<file path="src/rtl/pow_seq_unit.sv">
// pow_seq_unit
//   Sequential power unit: out = in^(s+1), computed by repeated multiplication,
//   one multiply per clock. Valid/ready handshake on both the operand side and
//   the result side. A sticky per-operation overflow flag reports whether any
//   product had bits above OUT_W.
//
// Parameters
//   IN_W    operand width (unsigned)
//   MODE_W  mode width; exponent = s+1, range 1..2^MODE_W
//   OUT_W   result width; exact when OUT_W >= IN_W*2^MODE_W
//
// Ports
//   clk        rising-edge clock
//   rst_n      asynchronous active-low reset
//   in_valid   operand/mode offered
//   in_ready   unit can accept a new operation (idle)
//   in         base operand, sampled only at accept
//   s          mode, sampled only at accept; exponent = s+1
//   out_valid  result available, held until out_ready
//   out_ready  consumer takes the result
//   out        low OUT_W bits of in^(s+1)
//   ovf        some product of this operation exceeded OUT_W bits
//   busy       unit is not idle
module pow_seq_unit #(
  parameter int unsigned IN_W   = 3,
  parameter int unsigned MODE_W = 2,
  parameter int unsigned OUT_W  = 13
) (
  input  logic              clk,
  input  logic              rst_n,
  input  logic              in_valid,
  output logic              in_ready,
  input  logic [IN_W-1:0]   in,
  input  logic [MODE_W-1:0] s,
  output logic              out_valid,
  input  logic              out_ready,
  output logic [OUT_W-1:0]  out,
  output logic              ovf,
  output logic              busy
);

  localparam logic [1:0] S_IDLE = 2'd0;
  localparam logic [1:0] S_MUL  = 2'd1;
  localparam logic [1:0] S_DONE = 2'd2;

  logic [1:0]             state_q, state_d;
  logic [OUT_W-1:0]       acc_q,   acc_d;
  logic [IN_W-1:0]        base_q,  base_d;
  logic [MODE_W-1:0]      cnt_q,   cnt_d;
  logic                   ovf_q,   ovf_d;
  logic [OUT_W+IN_W-1:0]  prod;

  // Full-width product; truncation happens only when it is written into acc.
  always_comb begin
    prod = {{IN_W{1'b0}}, acc_q} * {{OUT_W{1'b0}}, base_q};
  end

  always_comb begin
    state_d = state_q;
    acc_d   = acc_q;
    base_d  = base_q;
    cnt_d   = cnt_q;
    ovf_d   = ovf_q;
    unique case (state_q)
      S_IDLE: begin
        if (in_valid) begin
          base_d  = in;
          acc_d   = OUT_W'(in);
          cnt_d   = s;
          ovf_d   = 1'b0;
          state_d = (s == '0) ? S_DONE : S_MUL;
        end
      end
      S_MUL: begin
        acc_d = prod[OUT_W-1:0];
        cnt_d = cnt_q - MODE_W'(1);
        ovf_d = ovf_q | (|prod[OUT_W+IN_W-1:OUT_W]);
        if (cnt_q == MODE_W'(1)) state_d = S_DONE;
      end
      S_DONE: begin
        if (out_ready) state_d = S_IDLE;
      end
      default: state_d = S_IDLE;
    endcase
  end

  always_ff @(posedge clk or negedge rst_n) begin
    if (!rst_n) begin
      state_q <= S_IDLE;
      acc_q   <= '0;
      base_q  <= '0;
      cnt_q   <= '0;
      ovf_q   <= 1'b0;
    end else begin
      state_q <= state_d;
      acc_q   <= acc_d;
      base_q  <= base_d;
      cnt_q   <= cnt_d;
      ovf_q   <= ovf_d;
    end
  end

  assign in_ready  = (state_q == S_IDLE);
  assign out_valid = (state_q == S_DONE);
  assign busy      = (state_q != S_IDLE);
  assign out       = acc_q;
  assign ovf       = ovf_q;

endmodule
</file>
<file path="config.mk">
export PLATFORM = sky130hd
export DESIGN_NAME = pow_seq_unit
export DESIGN_NICKNAME = d
export VERILOG_FILES = /design/src/rtl/pow_seq_unit.sv
export SDC_FILE = /design/constraint.sdc
export NUM_CORES = 1
export LEC_CHECK = 0
export ABC_AREA = 1
export CAP_MARGIN = 40
export CORE_ASPECT_RATIO = 0.75
export CORE_MARGIN = 3
export CORE_UTILIZATION = 61
export DETAILED_ROUTE_END_ITERATION = 7
export PLACE_DENSITY = 0.89
export SYNTH_ARGS = -nofsm -noshare
export SYNTH_HDL_FRONTEND = slang
export SYNTH_SLANG_ARGS = --single-unit
</file>
<file path="constraint.sdc">
create_clock -name clk -period 7.6 [get_ports clk]
set_input_delay 0.76 -clock clk [delete_from_list [all_inputs] [get_ports clk]]
set_output_delay 0.76 -clock clk [all_outputs]
set_load 0.02 [all_outputs]
</file>
==> metrics, run 1 <==
status=completed; NetSw=445 uW; Area growth syn-to-layout=15.3%; Initial DRT Pass Iterations=5; CP cell instances=nand2_1 > fa_1 > inv_1 > ha_1 > inv_1 > fa_1 > o21ai_2 > inv_1 > o21bai_1 > a21oi_1 > o21ai_0 > nand2_1; routability cong.=0.989; CTS clk-pin slew, worst paths=80 ps; fin crit share=37.6%; DRT Wirelength=5310 um; combinational share of power=62.7%; Synth area leader=dfrtp_1; die width=74.0 um; number of global-route vias before repair=2,026; Setup TNS=0 ps; Crit path largest cell delay=600 ps; drt drc=0; type of destination of the critical path=flop; grt ovf=0; Synth Cell Area=2120 um^2; Slew Viols, Final=0; Port Buffers=25; Leak Pwr=1.35 nW; critical path's top delay family=adder cells; CTS tree=done; Fin. Hold Viols=0; slew margin rel.=67.0%; cts bufs inserted=3; final antenna-violating net count=0; Worst Setup Start Kind=flop; internal power=398 uW; layout cells sized above 1=7.83%; clk_lat worst skew=260 ps; num ports=26; FFs w/ async S/R, synth=100%; final antenna diode count=0; RSZ-0062 raised after global routing=false; Clock power frac=8.9%; Die ar.=4220 um^2; Net Sw Frac=52.8%; placed inst area=2390 um^2; most frequent cell after synthesis=nand2_1; crit path max fanout=14; mean area per synthesized cell=6.89 um^2; Total GRT Usage=28.6%; Final Cell Area=2440 um^2; Synth top area share=24.8%; Peak Freq=350 MHz; pwr dens=346 nW/um^2; initial core utilization=67.7%; register area share after synthesis=24.8%; Synth cell types=32; cell mode on critical path=inv_1; WL/cell=14.4 um; Via density=5.47; synth cell count leaders=105 x nand2_1, 51 x inv_1, 21 x dfrtp_1; sequential share of power=28.4%; clk root buf=clkbuf_8; post-synthesis cell count=307; CTS sink cnt=21; initial drt markers=210; initial antenna violation count=0; via count=2,023; Core Area=3130 um^2; Setup Buffers After CTS=0; Top FF cell, synth=dfrtp_1; yosys warns=0; slowest CP cell=dfrtp_1; Slew @ Worst Pin=495 ps; CTS H-tree lvls=1; # nets final=370; MaxCap Viol Count=0; hold crit path type=flop to flop; hold_buf cts=0; Post-synth EDFFs=0; clock skew=9.69 ps; post-cts sizing count=0; Final setup viols=0; CP required=7750 ps; Worst VDD drop=0.294 mV; top cells by area, synth=dfrtp_1 25%, nand2_1 19%, fa_1 11%, ha_1 9.5%, inv_1 9.0%; DP HPWL=4280 um; height of the chip=57.0 um; clk buf depth=2; Synth Register Bits=21; largest net degree at the start of global routing=20; buffer and inverter count on the worst path=3; Tmin final=2860 ps; CP arrival=3010 ps; first-pass GRT wire length=9380 um; Syn Nets=344; Setup CP Type=flop to flop; Core Rows=17
-- stage by stage --
stage                     worst slack [ps]  std cells  utilization (%)  hold WS [ps]  total power, mW
after floorplan                       4990        307                -           452            0.589
after global placement                4970        365             76.1           466            0.741
after detailed placement              4840        366             76.6           477            0.758
after CTS                             4820        370             78.0           495            0.837
after global routing                  4540        370             78.0           544            0.928
final                                 4740        370             78.0           495            0.843
-- registers in the layout (all words and copies together), names as in the netlist --
| signal | count |
|---|---|
| state_q | 2 |
| cnt_q | 2 |
| base_q | 3 |
| ovf | 1 |
| out | 13 |
-- cells in the final DEF, fill, tap and decap left out, drive strengths merged --
cell type	instances
nand2	111
inv	57
clkdlybuf4s50	25
o21ai	25
nor2	23
dfrtp	21
ha	16
a21oi	14
fa	12
nand3	9
clkbuf	4
nand4	3
nor3	2
a21boi	2
or2	2
o21bai	1
xor2	1
a32o	1
xnor2	1
o31ai	1
buf	1
-- layout make-up --
cell class,instances,area [um^2]
Multi-Input combinational cell,224,1340
Fill cell,234,687
Sequential cell,21,526
Timing Repair Buffer,26,265
Inverter,57,216
Tap cell,38,47.5
Clock buffer,4,45.0
-- worst paths after layout --
kind	startpoint	endpoint	slack (ps)	depth (start not counted)
min in group asynchronous	rst_n	ovf$_DFFE_PN0P_	810	1
setup reg to reg	base_q[2]$_DFFE_PN0P_	out[10]$_DFFE_PN0P_	4740	12
hold reg to reg	cnt_q[1]$_DFFE_PN0P_	cnt_q[1]$_DFFE_PN0P_	490	2
hold / removal	cnt_q[1]$_DFFE_PN0P_	cnt_q[1]$_DFFE_PN0P_	490	2
setup / recovery	base_q[2]$_DFFE_PN0P_	out[10]$_DFFE_PN0P_	4740	12
max in group asynchronous	rst_n	out[2]$_DFFE_PN0P_	6330	2
-- cells by family after synthesis --
family | Yosys count | share of synthesized area, %
and+or+nand+nor | 150 | 29.9
buffers and inverters | 62 | 11.8
AOI/OAI and AO/OA | 44 | 11.8
adders and majority gates | 28 | 20.8
DFF | 21 | 24.8
xor gates and xnor gates | 2 | 0.828
-- per-layer routing --
metal,GRT usage (%),wire (um),vias up
li1,-,-,997
met1,42.6,2510,913
met2,41.9,2210,103
met3,6.69,520,10
met4,6.98,72,0
met5,0,0,-
-- worst reg2reg max path, stage by stage, from the launching register on --
cell and delay [ps]:
dfrtp_1 600, nand2_1 160, fa_1 490, inv_1 60, ha_1 210, inv_1 90, fa_1 410, o21ai_2 220
inv_1 100, o21bai_1 170, a21oi_1 80, o21ai_0 100, nand2_1 80
-- power groups by stage --
stage / Combinational (mW) / Sequential [mW] / Clock [mW]
2_1_floorplan: 0.355 / 0.234 / 0
3_3_place_gp: 0.508 / 0.233 / 0
3_5_place_dp: 0.523 / 0.236 / 0
4_1_cts: 0.525 / 0.235 / 0.0764
5_1_grt: 0.598 / 0.248 / 0.0831
6_report: 0.528 / 0.240 / 0.0752
No activity file was read; power rests on OpenSTA's default activity.
==> run 2: changes to the inputs <==
- CORE_UTILIZATION: 61 -> 56
- PLACE_DENSITY: 0.89 -> 0.83
- clock period: 7.6 -> 2.9 ns (I/O delays scaled with it)
==> run 2 against run 1 <==
Net effect:
- non-clock buffer count rose by 3
- core utilization fell by 6.1 points
- largest power group unchanged
- fmax rose by 4.5%
- clock skew fell by 4.2 ps
- cell area rose by 1.6%
- critical endpoint unchanged
- wire length fell by 3.6%
- first-iteration DRC count fell by 24%
- flip-flop and latch count did not move
==> metrics, run 2 (synthesis gave the netlist of run 1 again) <==
cts bufs inserted=3 (unchanged); largest net degree at the start of global routing=22 (+10%); initial core utilization=61.4% (-6.3 points); CTS sink cnt=21 (unchanged); grt ovf=0 (unchanged); # nets final=373 (+0.81%); initial antenna violation count=0 (unchanged); Reg2Reg Depth=12 (unchanged); clock skew=5.49 ps (-4.21 ps); top sig layer=met4; R2R Path Start=base_q[2]$_DFFE_PN0P_; Peak Freq=366 MHz (+4.5%); Die ar.=4560 um^2 (+8.1%); num ports=26 (unchanged); routability cong.=0.894 (-9.6%); MaxCap Viol Count=0 (unchanged); NetSw=1.15 mW (+160%); type of destination of the critical path=flop; Core Rows=18 (+1); Setup CP Type=flop to flop; CTS H-tree lvls=1 (unchanged); final antenna diode count=0 (unchanged); Fin. Hold Viols=0 (unchanged); Placement Setup Slack=102 ps (-4740 ps); RSZ-0062 raised after global routing=false; Via density=5.23 (-4.3%); Tmin final=2730 ps (-124 ps); clk buf depth=2 (unchanged); internal power=1.07 mW (+170%); Final setup viols=0 (unchanged); CTS clk-pin slew, worst paths=80 ps (about the same); pwr dens=896 nW/um^2 (+160%); setup slack after layout=165 ps (-4580 ps); Core Area=3450 um^2 (+10%); Worst VDD drop=0.729 mV (+150%); Area growth syn-to-layout=17.1%; hold crit path type=primary input to async pin; via count=2,015 (-0.40%); die width=77.0 um (+4.0%); WL/cell=13.3 um (-7.3%); final antenna-violating net count=0 (unchanged); CTS tree=done; sequential share of power=26.6% (-1.8 points); clk_lat worst skew=260 ps (about the same); met3 WL=393 um (-24%); clk root buf=clkbuf_8; layout cells sized above 1=10.1% (+2.3 points); Slew Viols, Final=0 (unchanged); met2 WL=2310 um (+4.2%); DRT Wirelength=5120 um (-3.6%); slew margin rel.=77.0% (+10 points); Net Sw Frac=52.0% (-0.79 points); WHS=368 ps (-127 ps); post-cts sizing count=0 (unchanged); crit path max fanout=8 (-6); reg2reg setup slack=170 ps (-4580 ps); worst reg2reg endpoint=out[10]$_DFFE_PN0P_; hold_buf cts=0 (unchanged); DP HPWL=4060 um (-5.0%); commonest non-fill, non-tap cell in the layout=nand2_1; Total GRT Usage=24.9% (-3.6 points); Initial DRT Pass Iterations=4 (-1); combinational share of power=64.5% (+1.8 points); drt drc=0 (unchanged); first-pass GRT wire length=8950 um (-4.6%); initial drt markers=160 (-24%); fin crit share=94.3% (+57 points); height of the chip=59.2 um (+3.9%); Port Buffers=25 (unchanged); Slew @ Worst Pin=345 ps (-151 ps); status=completed; Setup Buffers After CTS=0 (unchanged); CP arrival=2880 ps (-130 ps); most frequent cells in the layout=105 x nand2_1, 51 x inv_1, 25 x clkdlybuf4s50_1, 20 x o21ai_0; max reg flops=13 (unchanged); Setup TNS=0 ps (unchanged); CP required=3040 ps (-4710 ps); Clock power frac=8.9% (about the same); number of global-route vias before repair=1,955 (-3.5%); Worst Setup Start Kind=flop; M1 WL=2400 um (-4.2%); Leak Pwr=1.36 nW (+1.0%)
run 2: cell count changes in the layout (fill, tap and decap cells not counted):
cell	change
clkbuf_1	-1
buf_4	+4
o21ai_2	+1
o21ai_1	-1
dfrtp_1	-3
clkinv_2	+1
buf_8	-1
dfrtp_2	+3
run 2: metrics by stage:
step / instance area, um^2 / utilization, % / cells / power [mW]
2_1_floorplan: 2120 / - / 307 / 1.54
3_3_place_gp: 2420 / 70.4 / 381 / 1.96
3_5_place_dp: 2420 / 70.4 / 381 / 2.00
4_1_cts: 2470 / 71.7 / 385 / 2.21
5_1_grt: 2480 / 71.9 / 385 / 2.45
6_report: 2480 / 71.9 / 385 / 2.22
run 2: metal layers:
layer / track usage (%) / up-vias
met1: 34.2 / 940
met2: 43.7 / 70
met4: 2.28 / 0
li1: - / 1001
met3: 4.41 / 4
met5: 0 / -
run 2: area by class of cell:
cell class | count | area (um^2)
multi-input combinational | 224 | 1340
fill | 290 | 967
sequential | 21 | 529
timing repair buffer | 29 | 280
inverter | 57 | 216
tap | 50 | 62.6
clock buffer | 3 | 41.3
clock inverter | 1 | 5.00
run 2: worst max-delay path by stage:
| stage | startpoint | to | slack [ps] |
|---|---|---|---|
| 2_1_floorplan | base_q[2]$_DFFE_PN0P_ | out[10]$_DFFE_PN0P_ | 290 |
| 3_3_place_gp | base_q[2]$_DFFE_PN0P_ | out[10]$_DFFE_PN0P_ | 220 |
| 3_5_place_dp | base_q[2]$_DFFE_PN0P_ | out[8]$_DFFE_PN0P_ | 100 |
| 4_1_cts | base_q[2]$_DFFE_PN0P_ | out[8]$_DFFE_PN0P_ | 80 |
| 5_1_grt | base_q[2]$_DFFE_PN0P_ | out[8]$_DFFE_PN0P_ | 30 |
| 6_report | base_q[2]$_DFFE_PN0P_ | out[10]$_DFFE_PN0P_ | 170 |
run 2: power groups by stage:
stage | Combinational [mW] | Sequential [mW] | Clock [mW]
3_3_place_gp | 1.37 | 0.583 | 0
6_report | 1.43 | 0.590 | 0.198
2_1_floorplan | 0.930 | 0.613 | 0
4_1_cts | 1.42 | 0.583 | 0.200
3_5_place_dp | 1.41 | 0.587 | 0
5_1_grt | 1.62 | 0.620 | 0.213
run 2: worst max-delay path, stage by stage (launching register included):
cell and delay, ps:
dfrtp_2 450, nand2_1 100, fa_1 480, inv_1 70
ha_1 220, inv_1 70, fa_1 400, o21ai_2 240
inv_1 110, o21bai_1 180, a21oi_1 80, o21ai_0 120
nand2_1 80
==> run 3: changes to the inputs <==
- TNS_END_PERCENT: default -> 100
==> results of run 3 <==
The final DEF is identical to that of run 2; final timing and power are the same.
